===== config.mk =====
export PLATFORM = sky130hd
export DESIGN_NAME = ifetch_queue
export DESIGN_NICKNAME = d
export VERILOG_FILES = /design/src/rtl/ifetch_queue.sv
export SDC_FILE = /design/constraint.sdc
export NUM_CORES = 1
export LEC_CHECK = 0
export CAP_MARGIN = 20
export CORE_MARGIN = 2
export CORE_UTILIZATION = 45
export CTS_CLUSTER_DIAMETER = 100
export DETAILED_ROUTE_END_ITERATION = 7
export PLACE_DENSITY = 0.7
export SETUP_SLACK_MARGIN = 0.5
export SYNTH_ARGS = -nofsm -noshare
export SYNTH_HDL_FRONTEND = slang
export SYNTH_SLANG_ARGS = --single-unit

===== constraint.sdc =====
create_clock -name i_clk -period 2.9 [get_ports i_clk]
set_input_delay 0.29 -clock i_clk [delete_from_list [all_inputs] [get_ports i_clk]]
set_output_delay 0.29 -clock i_clk [all_outputs]
set_load 0.005 [all_outputs]

===== src/rtl/ifetch_queue.sv =====
// ifetch_queue: instruction fetch unit with a small prefetch queue.
//
// Keeps one fetch PC and issues one sequential request per cycle while the
// queue plus the requests still in flight leave room for another entry. The
// memory answers in request order. Each kept answer is written to the queue
// tail together with its address, which is taken from an address FIFO that is
// filled at request time. A redirect empties the queue and the address FIFO
// and reloads the PC. Every answer already in flight is marked stale and is
// then dropped as it arrives.
//
// Ports
//   i_clk, i_rstb          clock; asynchronous active-low reset
//   i_clk_en               global enable (no state change and no request when low)
//   i_jump, i_jump_addr    redirect request and target
//   o_ireq, o_iaddr        fetch request and address to instruction memory
//   i_ivalid, i_instr      in-order memory response
//   o_valid, o_instr, o_pc queue head (instruction and its address)
//   i_ready                decode takes the head
module ifetch_queue #(
  parameter int             IW       = 24,
  parameter int             AW       = 24,
  parameter int             DEPTH    = 4,
  parameter logic [AW-1:0]  RST_ADDR = '0
) (
  input  logic          i_clk,
  input  logic          i_rstb,
  input  logic          i_clk_en,
  input  logic          i_jump,
  input  logic [AW-1:0] i_jump_addr,
  output logic          o_ireq,
  output logic [AW-1:0] o_iaddr,
  input  logic          i_ivalid,
  input  logic [IW-1:0] i_instr,
  output logic          o_valid,
  output logic [IW-1:0] o_instr,
  output logic [AW-1:0] o_pc,
  input  logic          i_ready
);

  localparam int PW = $clog2(DEPTH);
  localparam int CW = PW + 1;

  logic [AW-1:0] pc_q, pc_d;
  logic [CW-1:0] occ_q, occ_d;
  logic [CW-1:0] out_q, out_d;
  logic [CW-1:0] disc_q, disc_d;
  logic [PW-1:0] head_q, head_d;
  logic [PW-1:0] tail_q, tail_d;
  logic [PW-1:0] af_wr_q, af_wr_d;
  logic [PW-1:0] af_rd_q, af_rd_d;

  logic [IW-1:0] instr_mem [DEPTH];
  logic [AW-1:0] pc_mem    [DEPTH];
  logic [AW-1:0] af_mem    [DEPTH];

  logic [CW:0] inflight;
  logic        req, rsp, keep, pop;

  // Room check counts the queue entries plus every request still in flight.
  // Stale requests count too, so a redirect never lets the total exceed DEPTH.
  assign inflight = {1'b0, occ_q} + {1'b0, out_q};
  assign req      = i_rstb & i_clk_en & ~i_jump & (inflight < (CW+1)'(DEPTH));
  assign rsp      = i_clk_en & i_ivalid;
  assign keep     = rsp & (disc_q == '0) & ~i_jump;
  assign pop      = i_clk_en & o_valid & i_ready & ~i_jump;

  assign o_ireq  = req;
  assign o_iaddr = pc_q;
  assign o_valid = (occ_q != '0);
  // Head storage itself has no reset. Its outputs are forced to zero while
  // the queue is empty, so reset is visible on them at once.
  assign o_instr = o_valid ? instr_mem[head_q] : '0;
  assign o_pc    = o_valid ? pc_mem[head_q]    : '0;

  always_comb begin
    pc_d    = pc_q;
    occ_d   = occ_q;
    out_d   = out_q;
    disc_d  = disc_q;
    head_d  = head_q;
    tail_d  = tail_q;
    af_wr_d = af_wr_q;
    af_rd_d = af_rd_q;
    if (i_clk_en) begin
      if (i_jump) begin
        // Every request still in flight is now stale. That includes any
        // discard already pending, and an answer arriving in this same cycle
        // is dropped here.
        pc_d    = i_jump_addr;
        occ_d   = '0;
        head_d  = '0;
        tail_d  = '0;
        af_wr_d = '0;
        af_rd_d = '0;
        out_d   = out_q - CW'(rsp);
        disc_d  = out_q - CW'(rsp);
      end else begin
        if (req) begin
          pc_d    = pc_q + AW'(1);
          af_wr_d = af_wr_q + PW'(1);
        end
        if (rsp && (disc_q != '0)) begin
          disc_d = disc_q - CW'(1);
        end
        if (keep) begin
          tail_d  = tail_q + PW'(1);
          af_rd_d = af_rd_q + PW'(1);
        end
        if (pop) begin
          head_d = head_q + PW'(1);
        end
        out_d = out_q + CW'(req) - CW'(rsp);
        occ_d = occ_q + CW'(keep) - CW'(pop);
      end
    end
  end

  always_ff @(posedge i_clk or negedge i_rstb) begin
    if (!i_rstb) begin
      pc_q    <= RST_ADDR;
      occ_q   <= '0;
      out_q   <= '0;
      disc_q  <= '0;
      head_q  <= '0;
      tail_q  <= '0;
      af_wr_q <= '0;
      af_rd_q <= '0;
    end else begin
      pc_q    <= pc_d;
      occ_q   <= occ_d;
      out_q   <= out_d;
      disc_q  <= disc_d;
      head_q  <= head_d;
      tail_q  <= tail_d;
      af_wr_q <= af_wr_d;
      af_rd_q <= af_rd_d;
    end
  end

  always_ff @(posedge i_clk) begin
    if (req) begin
      af_mem[af_wr_q] <= pc_q;
    end
    if (keep) begin
      instr_mem[tail_q] <= i_instr;
      pc_mem[tail_q]    <= af_mem[af_rd_q];
    end
  end

endmodule


==> results of run 1 <==
area by class of cell:
cell class	instances	area (um2)	share of cell area (%)
Inverter	21	78.83	0.4601
Multi-Input combinational cell	357	3735	21.80
Clock buffer	46	937.1	5.470
Clock inverter	14	177.7	1.037
Sequential cell	329	9682	56.51
Tap cell	390	488.0	2.848
Timing Repair Buffer	193	2033	11.87
Yosys cell counts, drive strengths merged (2+ instances only):
cell	count	area, um2
xnor2	6	52.55
nand2	30	112.6
nor3	11	80.08
a31oi	3	18.77
mux2i	5	50.05
and4	2	22.52
mux4	72	1622
o21ai	30	150.2
clkbuf	25	115.1
and3	9	58.80
nor4	4	31.28
inv	20	75.07
o211ai	3	27.52
buf	13	70.06
a22oi	2	15.01
dfrtp	41	1026
and2	54	339.1
nor2	19	71.32
fa	2	40.04
a21oi	27	135.1
a311o	3	30.03
nand4	5	61.31
nand3	14	87.59
a22o	2	17.52
ha	19	237.7
o2bb2ai	5	43.79
edfxtp	288	8648
or3	3	25.03
o22ai	7	43.79
a32oi	3	26.28
timing repair:
action / CTS / global route
pin swaps: 2 / 11
endpoints found under the hold margin: 41 / 0
hold buffers: 1 / 0
endpoints found under the setup margin: 51 / 53
gates resized for setup: 222 / 57
gates cloned: 4 / 0
setup buffers: 27 / 4
metal layers:
metal  track usage (%)  part of all wire, %  wire (um)
met1             25.83                   45      12510
met4             3.994                  1.4        377
met2             28.78                   48      13250
met3             3.071                  5.2       1437
met5                 0                    0          0
state kept, by name, summed over array words and instances (netlist names):
name / flops
o_iaddr: 24
pc_mem: 96
occ_q: 3
af_mem: 96
instr_mem: 96
out_q: 3
af_wr_q: 2
af_rd_q: 2
disc_q: 3
tail_q: 2
head_q: 2
kinds of logic (layout without fill, tap and decap cells):
group                      after synthesis  in the layout  synth area share [%]
adders and majority gates               21             21                 2.059
AOI/OAI and AO/OA                       92             92                 4.220
muxes                                   78             78                 12.47
DFF                                    329            329                 71.71
buffers and inverters                   59            274                 1.957
xor gates and xnor gates                 7              7                0.4545
and+or+nand+nor                        159            159                 7.123
power by group through the flow:
| stage | logic, uW | registers, uW | clock network (uW) |
|---|---|---|---|
| floorplan | 2040 | 6080 | 0 |
| global placement | 3410 | 6250 | 0 |
| detailed placement | 3440 | 6270 | 0 |
| CTS | 4080 | 6140 | 4420 |
| global route | 4580 | 6210 | 4620 |
| finish | 4230 | 6150 | 4350 |
worst register-to-register path: stages, from the launching register on:
cell,delay [ns]
dfrtp_2,0.44
or3_4,0.41
nand2_4,0.09
nor2_1,0.04
ha_1,0.26
inv_1,0.06
ha_1,0.14
inv_1,0.05
fa_2,0.35
xnor2_2,0.18
nor3_2,0.05
a21oi_1,0.11
o2bb2ai_1,0.08
stage by stage:
stage / utilization, % / total power [uW] / instance area, um2 / cells / setup slack (ns)
6_report: 57.96 / 14730 / 17130 / 1350 / 0.3491
5_1_grt: 57.96 / 15410 / 17130 / 1350 / 0.3023
4_1_cts: 57.36 / 14640 / 16960 / 1346 / 0.3287
3_5_place_dp: 52.14 / 9718 / 15410 / 1254 / 0.2006
3_3_place_gp: 52.14 / 9658 / 15410 / 1254 / 0.2646
2_1_floorplan: - / 8125 / 13510 / 745 / 0.5202
final timing paths:
kind,from,to,slack (ns)
hold / removal,i_jump,af_wr_q[0],0.10
hold reg to reg,af_rd_q[1],af_rd_q[1],0.47
min in group asynchronous,i_rstb,o_iaddr[10],0.50
max in group asynchronous,i_rstb,head_q[0],1.96
setup reg to reg,occ_q[1],occ_q[2],0.52
setup / recovery,head_q[0],o_pc[1],0.35
==> results.md, run 1 <==
* Post-Synthesis Cells at 745
* Worst min path class: in -> reg
* RSZ-0062 raised after global routing: true
* Period utilisation layout at 87.96%
* Seq pwr share at a little over two fifths
* GPL Wtd Cong at 0.8031
* Slew headroom at 62.18%
* Syn Area/Cell at 18.11 um2
* Worst Hold Depth at 2
* Leak pwr at 0.005945 uW
* Async set-reset flop share out of synthesis at 12.46%
* Largest net degree at the start of global routing at 57
* Cts bufs inserted at 35
* Antenna violations before repair at 0
* Psw at approximately 3900 uW
* Number of buffers added on ports at around 130
* Worst path max stage delay at 0.53 ns
* Final Hold Fails at 0
* Reg2reg path depth at 12
* Die area at 31380 um2
* Vias in the first global route at roughly 7400
* CP cell instances: buf_6 -> buf_12 -> buf_16 -> buf_12 -> mux4_2 -> and2_4 -> buf_6
* Routed vias/inst at 5.432
* Nets@finish at 1012
* Slew @ Worst Pin at 0.5673 ns
* Commonest non-fill, non-tap cell in the layout: edfxtp_1
* Clock power share at 29.5%
* Share of layout cells above drive strength 1 at about a third
* Internal at 10810 uW
* Fillers at roughly 2200
* Clk sinks at 329
* Final max-slew violation count at 0
* Post-synthesis cell type count at 64
* CP arrival at 2.26 ns
* Commonest non-fill, non-tap cells in the layout: 288 x edfxtp_1, 76 x clkdlybuf4s50_1, 72 x mux4_2
* #FFs+latches synth at 329
* Total nets after synthesis at between 800 and 900
* Iter 0 DRT Violations at 553
* Critical path peak fanout at 5
* IO Pins at 128
* Die Height at 177.1 um
* Worst path top cell family by delay: buffers and inverters
* Clock transition at path regs at 0.07 ns
* Root buffer cell: clkbuf_16
* Skew final at approximately 0.011 ns
* Via count at 7333
* TNS Setup at 0 ns
* DRT Pass-1 Iters at 5
* Routed wire per std cell at 20.43 um
* Top_reg_cell synth: edfxtp_1
* CTS tree: done
* Synthesis Warnings at 0
* Htree depth at 2
* Initial Util at 45.64%
* Core ar. at 29560 um2
* Pwr/cell area at 860.0 nW/um2
* Total GRT Usage at 17.90%
* Gr ovfl total at 0
* Setup CP Type: reg -> out
* Max clock buf depth at 3
* Critical path startpoint category: register
* Area grow syn2layout at 26.99%
* Post-layout min period at 2.551 ns
* Slowest CP cell: dfrtp_4
* Cell depth of the worst setup path at 7
* Number of diodes at 0
* Switching share of power at 26.64%
* Final WL at 27580 um
* Die width at 177.1 um
* Fmax at 0.3920 GHz
* Setup violators final at 0
* EDFF count, synth at 288
* Combinational fraction of design power at 28.7%
* Antenna Violating Nets Remaining at 0
* First-pass GRT wire length at 42700 um
* DPL Wire Length at ~16000 um
* Buf/Inv on CP at 5
* Min Hold Slack at 0.1048 ns
* Status: completed
* Worst skew pair latency at about 0.50 ns
* Row cnt at 63
* DRC Markers at 0
* Critical Path End Type: output pin
* Mapped Area at approximately 13000 um2
* Seq/Total Area, Yosys at 71.71%
* Worst VDD drop at 411.9 uV
* CP Data Required Time at 2.61 ns
* Max-cap viol count at 0
(Power assumes the default switching activity.)
==> run 2: changes to the inputs <==
--- a/config.mk
+++ b/config.mk
@@ -12,6 +12,7 @@
 export DETAILED_ROUTE_END_ITERATION = 7
 export PLACE_DENSITY = 0.7
 export SETUP_SLACK_MARGIN = 0.5
+export SKIP_LAST_GASP = 1
 export SYNTH_ARGS = -nofsm -noshare
 export SYNTH_HDL_FRONTEND = slang
 export SYNTH_SLANG_ARGS = --single-unit
==> results of run 2 <==
The final DEF is identical to that of run 1; final timing and power are the same.
==> run 3: changes to the inputs <==
--- a/config.mk
+++ b/config.mk
@@ -7,10 +7,10 @@
 export LEC_CHECK = 0
 export CAP_MARGIN = 20
 export CORE_MARGIN = 2
-export CORE_UTILIZATION = 45
+export CORE_UTILIZATION = 57
 export CTS_CLUSTER_DIAMETER = 100
 export DETAILED_ROUTE_END_ITERATION = 7
-export PLACE_DENSITY = 0.7
+export PLACE_DENSITY = 0.84
 export SETUP_SLACK_MARGIN = 0.5
 export SKIP_LAST_GASP = 1
 export SYNTH_ARGS = -nofsm -noshare
==> run 3 against run 2 <==
  * Register-to-register slack worse by 0.05 ns
  * Via count rose by 4.1%
  * Sequential power barely moved
  * Sequential share of layout area is 0.61 points higher
  * Setup slack got worse by 0.087 ns
  * Fmax shrank 3.3%
  * Routed wire length rose by 8.9%
  * Non-clock buffer count is 12 higher
  * Cell count is 4.7% lower
  * Sequential cell count unchanged
  * Cell area fell by 1.0%
  * Critical endpoint is now o_pc[5]
  * Largest cell class unchanged
  * Highest routed layer unchanged
==> results.md, run 3 (synthesis gave the netlist of run 1 again) <==
* Clock transition at path regs at 0.06 ns (was 0.07 ns)
* CP cell instances: buf_12 -> buf_12 -> buf_16 -> buf_6 -> mux4_2 -> and2_4 -> buf_6 (was buf_6 -> buf_12 -> buf_16 -> buf_12 -> mux4_2 -> and2_4 -> buf_6)
* Iter 0 DRT Violations at 937 (was 553)
* Period utilisation layout at 90.95% (was 87.96%)
* CTS tree: done (unchanged)
* Cts bufs inserted at 31 (was 35)
* Die Height at 157.8 um (was 177.1 um)
* Largest net degree at the start of global routing at 51 (was 57)
* Final WL at 30030 um (was 27580 um)
* RSZ-0062 raised after global routing: true (unchanged)
* GPL Wtd Cong at 0.8232 (was 0.8031)
* Worst min path class: in -> reg (unchanged)
* Commonest non-fill, non-tap cells in the layout: 288 x edfxtp_1, 75 x clkdlybuf4s50_1, 72 x mux4_2 (was 288 x edfxtp_1, 76 x clkdlybuf4s50_1, 72 x mux4_2)
* Initial Util at 57.82% (was 45.64%)
* Slew @ Worst Pin at 0.8869 ns (was 0.5673 ns)
* Root buffer cell: clkbuf_16 (unchanged)
* Routed vias/inst at 5.934 (was 5.432)
* Max-cap viol count at 0 (unchanged)
* Non-Filler Instances at 1287 (was 1350)
* Fmax at 0.3791 GHz (was 0.3920 GHz)
* Slew headroom at 40.62% (was 62.18%)
* Worst path top cell family by delay: buffers and inverters (unchanged)
* Buf/Inv on CP at 5 (unchanged)
* Via count at 7637 (was 7333)
* Vias in the first global route at 7863 (was 7417)
* First-pass GRT wire length at 45530 um (was 42700 um)
* Die width at 157.8 um (was 177.1 um)
* Regs by FF count: af_mem (96), instr_mem (96), pc_mem (96) (unchanged)
* Max clock buf depth at 3 (unchanged)
* Die area at 24910 um2 (was 31380 um2)
* Post-layout instance area at 16950 um2 (was 17130 um2)
* DRT Pass-1 Iters at 5 (unchanged)
* Core ar. at 23330 um2 (was 29560 um2)
* TNS Setup at 0 ns (unchanged)
* Total GRT Usage at 24.38% (was 17.90%)
* Number of diodes at 0 (unchanged)
* Cell Area, Placed at 15270 um2 (was 15410 um2)
* Row cnt at 56 (was 63)
* Setup violators final at 0 (unchanged)
* Antenna violations before repair at 0 (unchanged)
* Critical Path End Type: output pin (unchanged)
* Antenna Violating Nets Remaining at 0 (unchanged)
* Worst VDD drop at 451.9 uV (was 411.9 uV)
* CP arrival at 2.35 ns (was 2.26 ns)
* Post-layout min period at 2.638 ns (was 2.551 ns)
* Critical path peak fanout at 8 (was 5)
* Commonest non-fill, non-tap cell in the layout: edfxtp_1 (unchanged)
* Clk sinks at 329 (unchanged)
* Area grow syn2layout at 25.67% (was 26.99%)
* Worst skew pair latency at 0.55 ns (was 0.50 ns)
* Final max-slew violation count at 0 (unchanged)
* IO Pins at 128 (unchanged)
* Final setup margin at 0.2624 ns (was 0.3491 ns)
* Skew final at 0.01402 ns (was 0.01144 ns)
* Leak pwr at 0.005890 uW (was 0.005945 uW)
* Nets@finish at 1020 (was 1012)
* CP Data Required Time at 2.61 ns (about the same)
* Placed instance count at 1179 (was 1254)
* Share of layout cells above drive strength 1 at 33.78% (was 32.60%)
* Slowest CP cell: dfrtp_4 (unchanged)
* Setup CP Type: reg -> out (unchanged)
* Worst path max stage delay at 0.48 ns (was 0.53 ns)
* DPL Wire Length at 16410 um (was 16070 um)
* DRC Markers at 0 (unchanged)
* Status: completed (unchanged)
* Setup WS pre-CTS at 0.1551 ns (was 0.2006 ns)
* Critical path startpoint category: register (unchanged)
* Gr ovfl total at 0 (unchanged)
* Htree depth at 1 (was 2)
* Number of buffers added on ports at 127 (unchanged)
* Routed wire per std cell at 23.33 um (was 20.43 um)
* Pwr/cell area at 841.1 nW/um2 (was 860.0 nW/um2)
* Final Hold Fails at 0 (unchanged)
==> run 3: cell count changes in the layout (fill, tap and decap cells not counted), sizes merged <==
cell	delta
clkdlybuf4s15	-1
buf	+21
bufinv	-4
inv	-1
clkinv	+11
clkinvlp	-3
clkdlybuf4s50	-1
dlymetal6s2s	+1
clkbuf	-14
dlygate4sd2	-1
==> run 3: final cells by class <==
cell class	count	area (um2)
clock buffer	39	805.8
clock inverter	17	72.57
fill	1357	6379
inverter	21	83.83
multi-input combinational	357	3749
sequential	329	9686
tap	319	399.1
timing repair buffer	205	2158
==> run 3: worst reg2reg max path, delay by kind of cell, from the launching register on <==
family / cells / cell delay, ns
buffers and inverters: 2 / 0.10
xor gates and xnor gates: 1 / 0.15
AOI/OAI and AO/OA: 2 / 0.20
DFF: 1 / 0.41
and+or+nand+nor: 4 / 0.74
adders and majority gates: 3 / 0.76
==> run 3: metal layers <==
layer  vias up  track usage (%)  share of wire (%)
li1       3350                -                  -
met1      3890            32.54                 40
met2       334            41.84                 51
met3        63            3.613                6.4
met4         0            7.749                2.7
met5         -                0                  0
==> run 3: per-stage QoR <==
stage | power [uW] | hold slack, ns | util [%]
final | 14260 | 0.2128 | 72.66
after global routing | 14850 | 0.2166 | 72.66
after detailed placement | 9677 | 0.4755 | 65.44
after CTS | 14000 | 0.1714 | 71.55
after floorplan | 8125 | -0.005591 | -
after global placement | 9558 | 0.4770 | 65.44
==> run 3: repair_timing <==
action,in CTS,in global routing
pin swaps,2,13
endpoints found under the setup margin,125,52
endpoints found under the hold margin,41,0
gates cloned,4,0
setup buffers,34,13
hold buffers,1,0
resized for setup,266,42
==> run 3: final timing paths <==
kind                            startpoint           to  slack [ns]  depth (start not counted)
worst max-delay path             head_q[0]      o_pc[5]        0.26                          7
worst min-delay path                i_jump  o_iaddr[16]        0.21                          2
worst max register to register    occ_q[1]     occ_q[2]        0.47                         12
worst min register to register    out_q[2]     out_q[2]        0.53                          1
max in group asynchronous           i_rstb    head_q[0]        2.03                          3
min in group asynchronous           i_rstb   o_iaddr[5]        0.43                          3
==> run 3: power by group <==
| group | internal (uW) | switching, uW | total, uW |
|---|---|---|---|
| logic | 2630 | 1870 | 4500 |
| clock network | 1950 | 1640 | 3590 |
| registers | 5720 | 451 | 6180 |
